**src/rtl/tx_path_top.sv**
```systemverilog
`default_nettype none
// ============================================================================
//  Module   : tx_path_top
//  Function : Baseband QPSK transmit path. Pairs serial bits into (I,Q)
//             symbols, upsamples by 4 through an 8-tap polyphase pulse
//             shaper and emits a 2xDATA_W {I,Q} sample stream.
//  Revision : 1.0 - initial release
// ============================================================================
module tx_path_top #(
   parameter int AMP_STEP = 256,
   parameter int DATA_W   = 12
) (
   input  logic                  clk,
   input  logic                  rst,
   input  logic                  in_valid,
   input  logic                  in_data,
   output logic                  in_ready,
   output logic                  out_valid,
   output logic [2*DATA_W-1:0]   out_data,
   input  logic                  out_ready
);

   // Amplitude scale in the arithmetic width of one output rail.
   localparam logic signed [DATA_W-1:0] C_AMP = DATA_W'(AMP_STEP);

   // Pulse-shaping taps. Phase p of the current symbol uses C_TAPS[p];
   // the tail of the previous symbol overlaps with C_TAPS[p+4].
   localparam logic [2:0] C_TAPS [8] = '{3'd1, 3'd2, 3'd3, 3'd4,
                                         3'd4, 3'd3, 3'd2, 3'd1};

   // ---------------------------------------------------------------------
   // State
   // ---------------------------------------------------------------------
   logic              bit_cnt_q,  bit_cnt_d;   // 1 = first bit of pair held
   logic              bit_q,      bit_d;       // held I bit
   logic              sym_busy_q, sym_busy_d;  // symbol being emitted
   logic [1:0]        phase_q,    phase_d;     // upsampling phase 0..3
   logic              ci_neg_q,   ci_neg_d;    // current I is -1 when set
   logic              cq_neg_q,   cq_neg_d;    // current Q is -1 when set
   logic signed [1:0] pi_q,       pi_d;        // previous I in {-1,0,+1}
   logic signed [1:0] pq_q,       pq_d;        // previous Q in {-1,0,+1}

   logic              in_fire;
   logic              out_fire;
   logic signed [DATA_W-1:0] samp_i;
   logic signed [DATA_W-1:0] samp_q;

   // Sign-extend a symbol value in {-1,0,+1} to the rail width.
   function automatic logic signed [DATA_W-1:0] f_ext(input logic signed [1:0] v);
      return {{(DATA_W-2){v[1]}}, v};
   endfunction

   // One shaped rail sample: (cur*h[ph] + prev*h[ph+4]) * AMP_STEP.
   function automatic logic signed [DATA_W-1:0] f_shape(
      input logic              cur_neg,
      input logic signed [1:0] prev,
      input logic [1:0]        ph
   );
      logic signed [DATA_W-1:0] cur_v;
      logic signed [DATA_W-1:0] prv_v;
      logic signed [DATA_W-1:0] h_cur;
      logic signed [DATA_W-1:0] h_prv;
      logic signed [DATA_W-1:0] acc;
      cur_v = f_ext(cur_neg ? 2'sb11 : 2'sb01);
      prv_v = f_ext(prev);
      h_cur = DATA_W'(C_TAPS[{1'b0, ph}]);
      h_prv = DATA_W'(C_TAPS[{1'b1, ph}]);
      acc   = cur_v * h_cur + prv_v * h_prv;
      return acc * C_AMP;
   endfunction

   // Handshakes. The first bit of a pair is always welcome; the second only
   // once the symbol register has drained. Both terms are registered.
   always_comb begin
      in_ready  = (bit_cnt_q == 1'b0) || !sym_busy_q;
      out_valid = sym_busy_q;
      in_fire   = in_valid && in_ready;
      out_fire  = sym_busy_q && out_ready;
   end

   // Output samples built purely from registered state; zero while idle.
   always_comb begin
      samp_i   = f_shape(ci_neg_q, pi_q, phase_q);
      samp_q   = f_shape(cq_neg_q, pq_q, phase_q);
      out_data = sym_busy_q ? {samp_i, samp_q} : '0;
   end

   // Next-state: bit collection, symbol load and phase advance.
   // A second-bit load needs !sym_busy while a phase advance needs sym_busy,
   // so the two branches never act in the same cycle.
   always_comb begin
      bit_cnt_d  = bit_cnt_q;
      bit_d      = bit_q;
      sym_busy_d = sym_busy_q;
      phase_d    = phase_q;
      ci_neg_d   = ci_neg_q;
      cq_neg_d   = cq_neg_q;
      pi_d       = pi_q;
      pq_d       = pq_q;

      if (out_fire) begin
         if (phase_q == 2'd3) begin
            pi_d       = ci_neg_q ? 2'sb11 : 2'sb01;
            pq_d       = cq_neg_q ? 2'sb11 : 2'sb01;
            sym_busy_d = 1'b0;
            phase_d    = 2'd0;
         end else begin
            phase_d = phase_q + 2'd1;
         end
      end

      if (in_fire) begin
         if (bit_cnt_q == 1'b0) begin
            bit_d     = in_data;
            bit_cnt_d = 1'b1;
         end else begin
            ci_neg_d   = bit_q;
            cq_neg_d   = in_data;
            sym_busy_d = 1'b1;
            phase_d    = 2'd0;
            bit_cnt_d  = 1'b0;
         end
      end
   end

   // State register; reset clears everything, including a symbol in flight.
   always_ff @(posedge clk or posedge rst) begin
      if (rst) begin
         bit_cnt_q  <= 1'b0;
         bit_q      <= 1'b0;
         sym_busy_q <= 1'b0;
         phase_q    <= 2'd0;
         ci_neg_q   <= 1'b0;
         cq_neg_q   <= 1'b0;
         pi_q       <= 2'sb00;
         pq_q       <= 2'sb00;
      end else begin
         bit_cnt_q  <= bit_cnt_d;
         bit_q      <= bit_d;
         sym_busy_q <= sym_busy_d;
         phase_q    <= phase_d;
         ci_neg_q   <= ci_neg_d;
         cq_neg_q   <= cq_neg_d;
         pi_q       <= pi_d;
         pq_q       <= pq_d;
      end
   end

endmodule
`default_nettype wire

```
**config.mk**
```make
export PLATFORM = sky130hd
export DESIGN_NAME = tx_path_top
export DESIGN_NICKNAME = d
export VERILOG_FILES = /design/src/rtl/tx_path_top.sv
export SDC_FILE = /design/constraint.sdc
export NUM_CORES = 1
export LEC_CHECK = 0
export CORE_ASPECT_RATIO = 1.2
export CORE_MARGIN = 3
export CORE_UTILIZATION = 40
export DETAILED_ROUTE_END_ITERATION = 16
export GPL_TIMING_DRIVEN = 0
export PLACE_DENSITY = 0.68
export SLEW_MARGIN = 20
export SYNTH_ARGS = -nofsm -noshare
export SYNTH_HDL_FRONTEND = slang
export SYNTH_SLANG_ARGS = --single-unit
```
**constraint.sdc**
```tcl
create_clock -name clk -period 7.12 [get_ports clk]
set_input_delay 1.424 -clock clk [delete_from_list [all_inputs] [get_ports clk]]
set_output_delay 1.424 -clock clk [all_outputs]
set_load 0.005 [all_outputs]
```
==> results of run 1 <==
## worst reg2reg max path: cells and delay by family, from the launching register on
kind,cells,cell delay [ns]
DFF,1,0.46
muxes,1,0.35
adders and majority gates,1,0.30
and+or+nand+nor,1,0.20
## final timing paths
path | end | slack [ns] | cells past startpoint
max in group asynchronous | phase_q[1]$_DFF_PP0_ | 5.41 | 2
setup reg to reg | pq_q[1]$_DFFE_PP0P_ | 5.70 | 3
setup / recovery | out_data[11] | 1.04 | 17
min in group asynchronous | ci_neg_q$_DFFE_PP0P_ | 1.44 | 2
hold reg to reg | ci_neg_q$_DFFE_PP0P_ | 0.50 | 1
hold / removal | ci_neg_q$_DFFE_PP0P_ | 0.50 | 1
## sequential cells by signal (all words and copies together), names as in the netlist
register	flops
pi_q	2
bit_q	1
phase_q	2
pq_q	1
out_valid	1
cq_neg_q	1
bit_cnt_q	1
ci_neg_q	1
## logic make-up (layout without fill, tap and decap cells)
logic type      count (synthesis)  after routing  share of synthesized area
xor+xnor                       10             10                     0.0769
compound gates                  7              7                     0.0439
other cells                     1             16                    0.00329
flops                          10             10                      0.220
buf+inv                        38             55                      0.190
mux                             5              5                     0.0494
simple gates                   30             30                      0.153
fa+ha+maj                      18             18                      0.264
## metrics by stage
step,hold slack [ns],utilization
floorplan,0.475,-
global placement,0.484,0.524
detailed placement,0.490,0.524
CTS,0.503,0.532
global route,0.527,0.532
finish,0.501,0.532
## metal layers
metal / global-route usage / vias up / share of wire
li1: - / 392 / -
met1: 0.129 / 343 / 0.40
met5: 0 / - / 0
met2: 0.217 / 23 / 0.54
met3: 0.00690 / 2 / 0.050
met4: 0.0654 / 0 / 0.0080
## cell usage after synthesis
| cell type | instances | share of area |
|---|---|---|
| inv_1 | 19 | 0.063 |
| buf_4 | 17 | 0.11 |
| dfrtp_1 | 10 | 0.22 |
| fa_1 | 10 | 0.18 |
| ha_1 | 8 | 0.088 |
| xnor2_1 | 8 | 0.062 |
| and2_1 | 7 | 0.038 |
| mux2_2 | 5 | 0.049 |
| nand2_1 | 5 | 0.016 |
| nand2b_1 | 4 | 0.022 |
| nor2_1 | 4 | 0.013 |
| nor2b_1 | 4 | 0.022 |
| o21a_1 | 2 | 0.013 |
| xor2_1 | 2 | 0.015 |
| a21o_1 | 1 | 0.0066 |
| a21oi_1 | 1 | 0.0044 |
| a32o_1 | 1 | 0.0088 |
| and2b_1 | 1 | 0.0066 |
| and2b_4 | 1 | 0.0088 |
| and3_1 | 1 | 0.0055 |
| buf_6 | 1 | 0.0099 |
| conb_1 | 1 | 0.0033 |
| inv_4 | 1 | 0.0055 |
| nand3_1 | 1 | 0.0044 |
| nand3_2 | 1 | 0.0088 |
| nor3b_1 | 1 | 0.0066 |
| o21ai_0 | 1 | 0.0044 |
| o31ai_1 | 1 | 0.0066 |
## area by class of cell
type,count,area share
multi-input cells,86,0.521
flip-flops and latches,10,0.179
repair buffers,14,0.100
plain buffers,18,0.0993
inverters,20,0.0555
well taps,33,0.0295
clock buffers,3,0.0161
==> key figures, run 1 <==
Clock network
  – Cts hold-fix bufs: 0
  – CTS H-tree lvls: 1
  – CTS Buf Count: 3
  – Clk slew on worst S/H paths: 0.06 ns
  – Latest clock arrival within the worst-skew pair: 0.26 ns
  – CTS tree: done
  – Max clock buf depth: 2
  – Root buffer cell: clkbuf_4
  – CTS Sinks: 10
  – # Post-CTS Setup Buffers: 0
  – CTS resizes: 0

Final layout
  – Final Instance Area: 1400 um2
  – Multi-input logic area: 728 um2
  – Most frequent cells in the layout: inv_1, buf_4, conb_1
  – Share of layout cells above drive strength 1: 0.192
  – Antenna Cells: 0
  – Fill count: 261
  – Area Overhead vs Synth: 22.9%
  – Register Area: 250 um2
  – Nets: 176
  – Fin cells: 184
  – Leading cell type in the layout, fill and taps excluded: inv_1

Placement
  – Placed cells: 181
  – GP Congestion: 0.774
  – Placed wire-length estimate: 1660 um
  – Port bufs: 14
  – Cell Area, Placed: 1380 um2
  – Pre-CTS WS: 1.27 ns

Drt
  – Wire per inst: 10.3 um
  – Via count: 760
  – # DRC: 0
  – Detailed Route Iter0 Violations: 7
  – DRT antenna net count: 0
  – DRT Pass-1 Iters: 4
  – Vias per cell: 4.13
  – Post-Route WL: 1890 um

Timing
  – Crit share post-route: 0.854
  – Fin Setup TNS: 0 ns
  – Max Slew Vio Count: 0
  – Worst Skew: 0.00148 ns
  – Fmax achieved: 164 MHz
  – PnR worst setup slack: 1.04 ns
  – Final setup viols: 0
  – Hold Violations, Final: 0
  – RSZ-0062 raised after global routing: false
  – Crit path time final: 6.08 ns

Die
  – Die height: 64.4 um
  – Num rows: 20
  – Core area: 2630 um2
  – Number of top-level pins: 31
  – Die ar.: 3530 um2
  – Die width: 54.7 um
  – Starting Density: 0.433

GRT
  – Initial antenna violation count: 0
  – Pin count of the biggest net entering global routing: 11
  – Gr ovfl total: 0
  – Vias in the first global route: 770
  – Gr usage total: 0.120
  – First-pass GRT wire length: 3060 um

Synthesis
  – Syn avg cell area: 9.57 um2
  – Cell variety after synth: 28
  – Yosys reg bits: 10
  – Synth Cell Area: 1140 um2
  – Syn Inst Count: 119
  – Sequential area share after synthesis: 0.220
  – Warnings, synthesis: 0

Critical path
  – Worst path cell trace: inv_1 -> ha_1 -> and2_1 -> inv_1 -> fa_1 -> inv_1 -> ha_1 -> inv_1 -> fa_1 -> inv_1 -> ha_1 -> fa_1 -> xnor2_1 -> xnor2_1 -> xnor2_1 -> nor2_1 -> clkdlybuf4s50_1
  – Worst EP arrival: 4.66 ns
  – Critical path fanouts, max: 8
  – Critical Path Max Stage Delay: 0.54 ns
  – Worst R2R Start: phase_q[0]$_DFF_PP0_
  – Delay-heaviest family, CP: adder cells
  – Crit-path slowest cell: fa_1
  – CP Launch Type: flop
  – Critical Path Start: phase_q[0]$_DFF_PP0_
  – Type of the worst setup path: reg2out
  – CP most frequent cell: inv_1
  – Worst path bufs/invs: 6
  – Critical Path RT: 5.70 ns
  – CP Capture Type: output port

Run status
  – Status: completed

Min path
  – Worst Hold Class: reg2reg
  – Hold Crit Start: bit_q$_DFFE_PP0P_

Flow run
  – Max cap viols: 0
Power of run 1 is not shown: default switching activity piles up to over one toggle a cycle in this logic, so the estimate is an artifact.
==> run 2, diff against run 1 <==
--- a/config.mk
+++ b/config.mk
@@ -5,9 +5,11 @@
 export SDC_FILE = /design/constraint.sdc
 export NUM_CORES = 1
 export LEC_CHECK = 0
+export CAP_MARGIN = 20
 export CORE_ASPECT_RATIO = 1.2
 export CORE_MARGIN = 3
 export CORE_UTILIZATION = 40
+export CTS_CLUSTER_DIAMETER = 60
 export DETAILED_ROUTE_END_ITERATION = 16
 export GPL_TIMING_DRIVEN = 0
 export PLACE_DENSITY = 0.68
==> results of run 2 <==
No change in the layout: final DEF, timing and power equal those of run 1.
Power of run 2 is left out for the same reason.
==> run 3, diff against run 2 <==
==> constraint.sdc (replaced) <==
create_clock -name clk -period 7.12 [get_ports clk]
set_input_delay 1.068 -clock clk [delete_from_list [all_inputs] [get_ports clk]]
set_output_delay 1.068 -clock clk [all_outputs]
set_load 0.005 [all_outputs]
==> results of run 3 <==
The final DEF is identical to that of run 1. Status: completed.
Among the figures that moved: setup slack after placement 1.27 ns -> 1.63 ns; setup slack after layout 1.04 ns -> 1.39 ns
Power of run 3 is left out for the same reason.
==> variant (settings of run 3) <==
`DATA_W`: 12 -> 24.
--- a/src/rtl/tx_path_top.sv
+++ b/src/rtl/tx_path_top.sv
@@ -9,5 +9,5 @@
 module tx_path_top #(
    parameter int AMP_STEP = 256,
-   parameter int DATA_W   = 12
+   parameter int DATA_W   = 24
 ) (
    input  logic                  clk,
Interface: changed (resized out_data); port bits go from 31 to 55. The function was not compared with the original's and may differ.
==> variant against run 3 <==
  * Via count is 83% higher
  * Worst setup slack worse by 120 ps
  * Sequential cell count stayed put
  * Wire length is 66% higher
  * Synthesized area is 54% higher
  * Critical path depth stayed put
  * Final area is 64% higher
  * Largest cell class unchanged
Power is left out: the tool's default activity adds up to more than one toggle a clock period on the data nets, which glitch-free logic cannot reach.
==> variant: results (changes against run 3) <==
- Status: finished clean
- # hold bufs at CTS: 0 (unchanged)
- Critical path peak fanout: 10 (+2)
- Pre-CTS WS: 1580 ps (-47.4 ps)
- Vias in the first global route: 1294 (+68%)
- Via count: 1387 (+83%)
- Most frequent cells after synthesis: 35 x buf_4, 29 x ha_1, 24 x inv_1
- WHS Endpoint: ci_neg_q
- Total GRT Usage: 0.125 (+0.00557)
- Nets: 299 (+70%)
- Synth async-reset ratio: 1.00 (unchanged)
- Worst Hold Depth: 1 (unchanged)
- CTS clk-pin slew, worst paths: 40 ps (-20 ps)
- Register area share after synthesis: 0.143 (-0.0772)
- Worst endpoint data arrival time: 4780 ps (+120 ps)
- CTS Root Cell: clkbuf_8
- Max Clock Skew: 3.21 ps (+1.73 ps)
- Share of cells above drive strength 1: 0.209 (+0.0174)
- Clk_lat worst skew: 230 ps (-30 ps)
- Cell variety after synth: 37 (+32%)
- Post-Route WL: 3120 um (+66%)
- Post-CTS setup buffer count: 0 (unchanged)
- Reg2reg end: phase_q[1]
- Fillers: 394 (+51%)
- DRT Pass-1 Iters: 4 (unchanged)
- CTS-repair resized insts: 0 (unchanged)
- HP Start: bit_q
- Total CTS buffers: 3 (unchanged)
- Hold Path Class: flop to flop
- Antenna cells: 0 (unchanged)
- R2r setup slk: 5710 ps (about the same)
- Yosys Warn Count: 0 (unchanged)
- Largest net degree at the start of global routing: 11 (unchanged)
- Reg2Reg Depth: 3 (unchanged)
- Largest delay share family, worst path: adder cells
- Post-DP HPWL: 2700 um (+63%)
- Ranking of synthesized cells by area: ha_1 21%, buf_4 15%, dfrtp_1 14%
- Crit. Startpoint: phase_q[0]
- First-pass GRT wire length: 5370 um (+75%)
- IO buf count: 38 (+24)
- Slowest cell on crit path: fa_1
- Drt initial violations: 20 (+13)
- Gpl congestion: 0.732 (-5.5%)
- DP Area: 0.00226 mm^2 (+64%)
==> variant: cell count changes after synthesis, sizes merged, moves of 4 or more <==
cell    before  now
a211oi       0    4
nor2         4   14
xnor2        8    1
nor3         0    6
ha           8   29
o21ai        1    7
buf         18   37
inv         20   25
==> variant: worst max-delay path by stage <==
stage                     depth (start not counted)  slack (ps)           end
after floorplan                                  17        2430  out_data[13]
after global placement                           17        1640  out_data[22]
after detailed placement                         17        1580  out_data[21]
after CTS                                        17        1290  out_data[21]
after global routing                             17        1020  out_data[22]
final                                            17        1270  out_data[22]
==> variant: layout make-up <==
type	instances	area, um^2	share of cell area
multi-input cells	140	1180	0.514
clock buffers	3	41.3	0.0179
repair buffers	38	380	0.165
flip-flops and latches	10	250	0.109
well taps	54	67.6	0.0294
plain buffers	37	285	0.124
inverters	25	93.8	0.0408
==> variant: kinds of logic (layout without fill, tap and decap cells) <==
group,count (synthesis),in the layout,synth area share
AOI/OAI and AO/OA,23,23,0.100
xor gates and xnor gates,3,3,0.0150
adders and majority gates,39,39,0.321
buffers and inverters,62,103,0.216
DFF,10,10,0.143
muxes,3,3,0.0192
other,1,16,0.00214
and+or+nand+nor,56,56,0.184
==> variant: worst reg2reg max path: stages (launching register included) <==
cell and delay, ps:
dfrtp_1 460, inv_1 150, ha_1 430, a32o_1 260
==> variant: stage by stage <==
stage	std cells	hold WS, ps
6_report	307	501
5_1_grt	307	511
4_1_cts	307	508
3_5_place_dp	304	498
3_3_place_gp	304	485
2_1_floorplan	212	469
==> variant: per-layer routing <==
metal  vias up  global-route usage  wire [um]
li1        720                   -          -
met1       633               0.146       1310
met2        32               0.243       1660
met3         2              0.0100        140
met4         0              0.0203         14
met5         -                   0          0
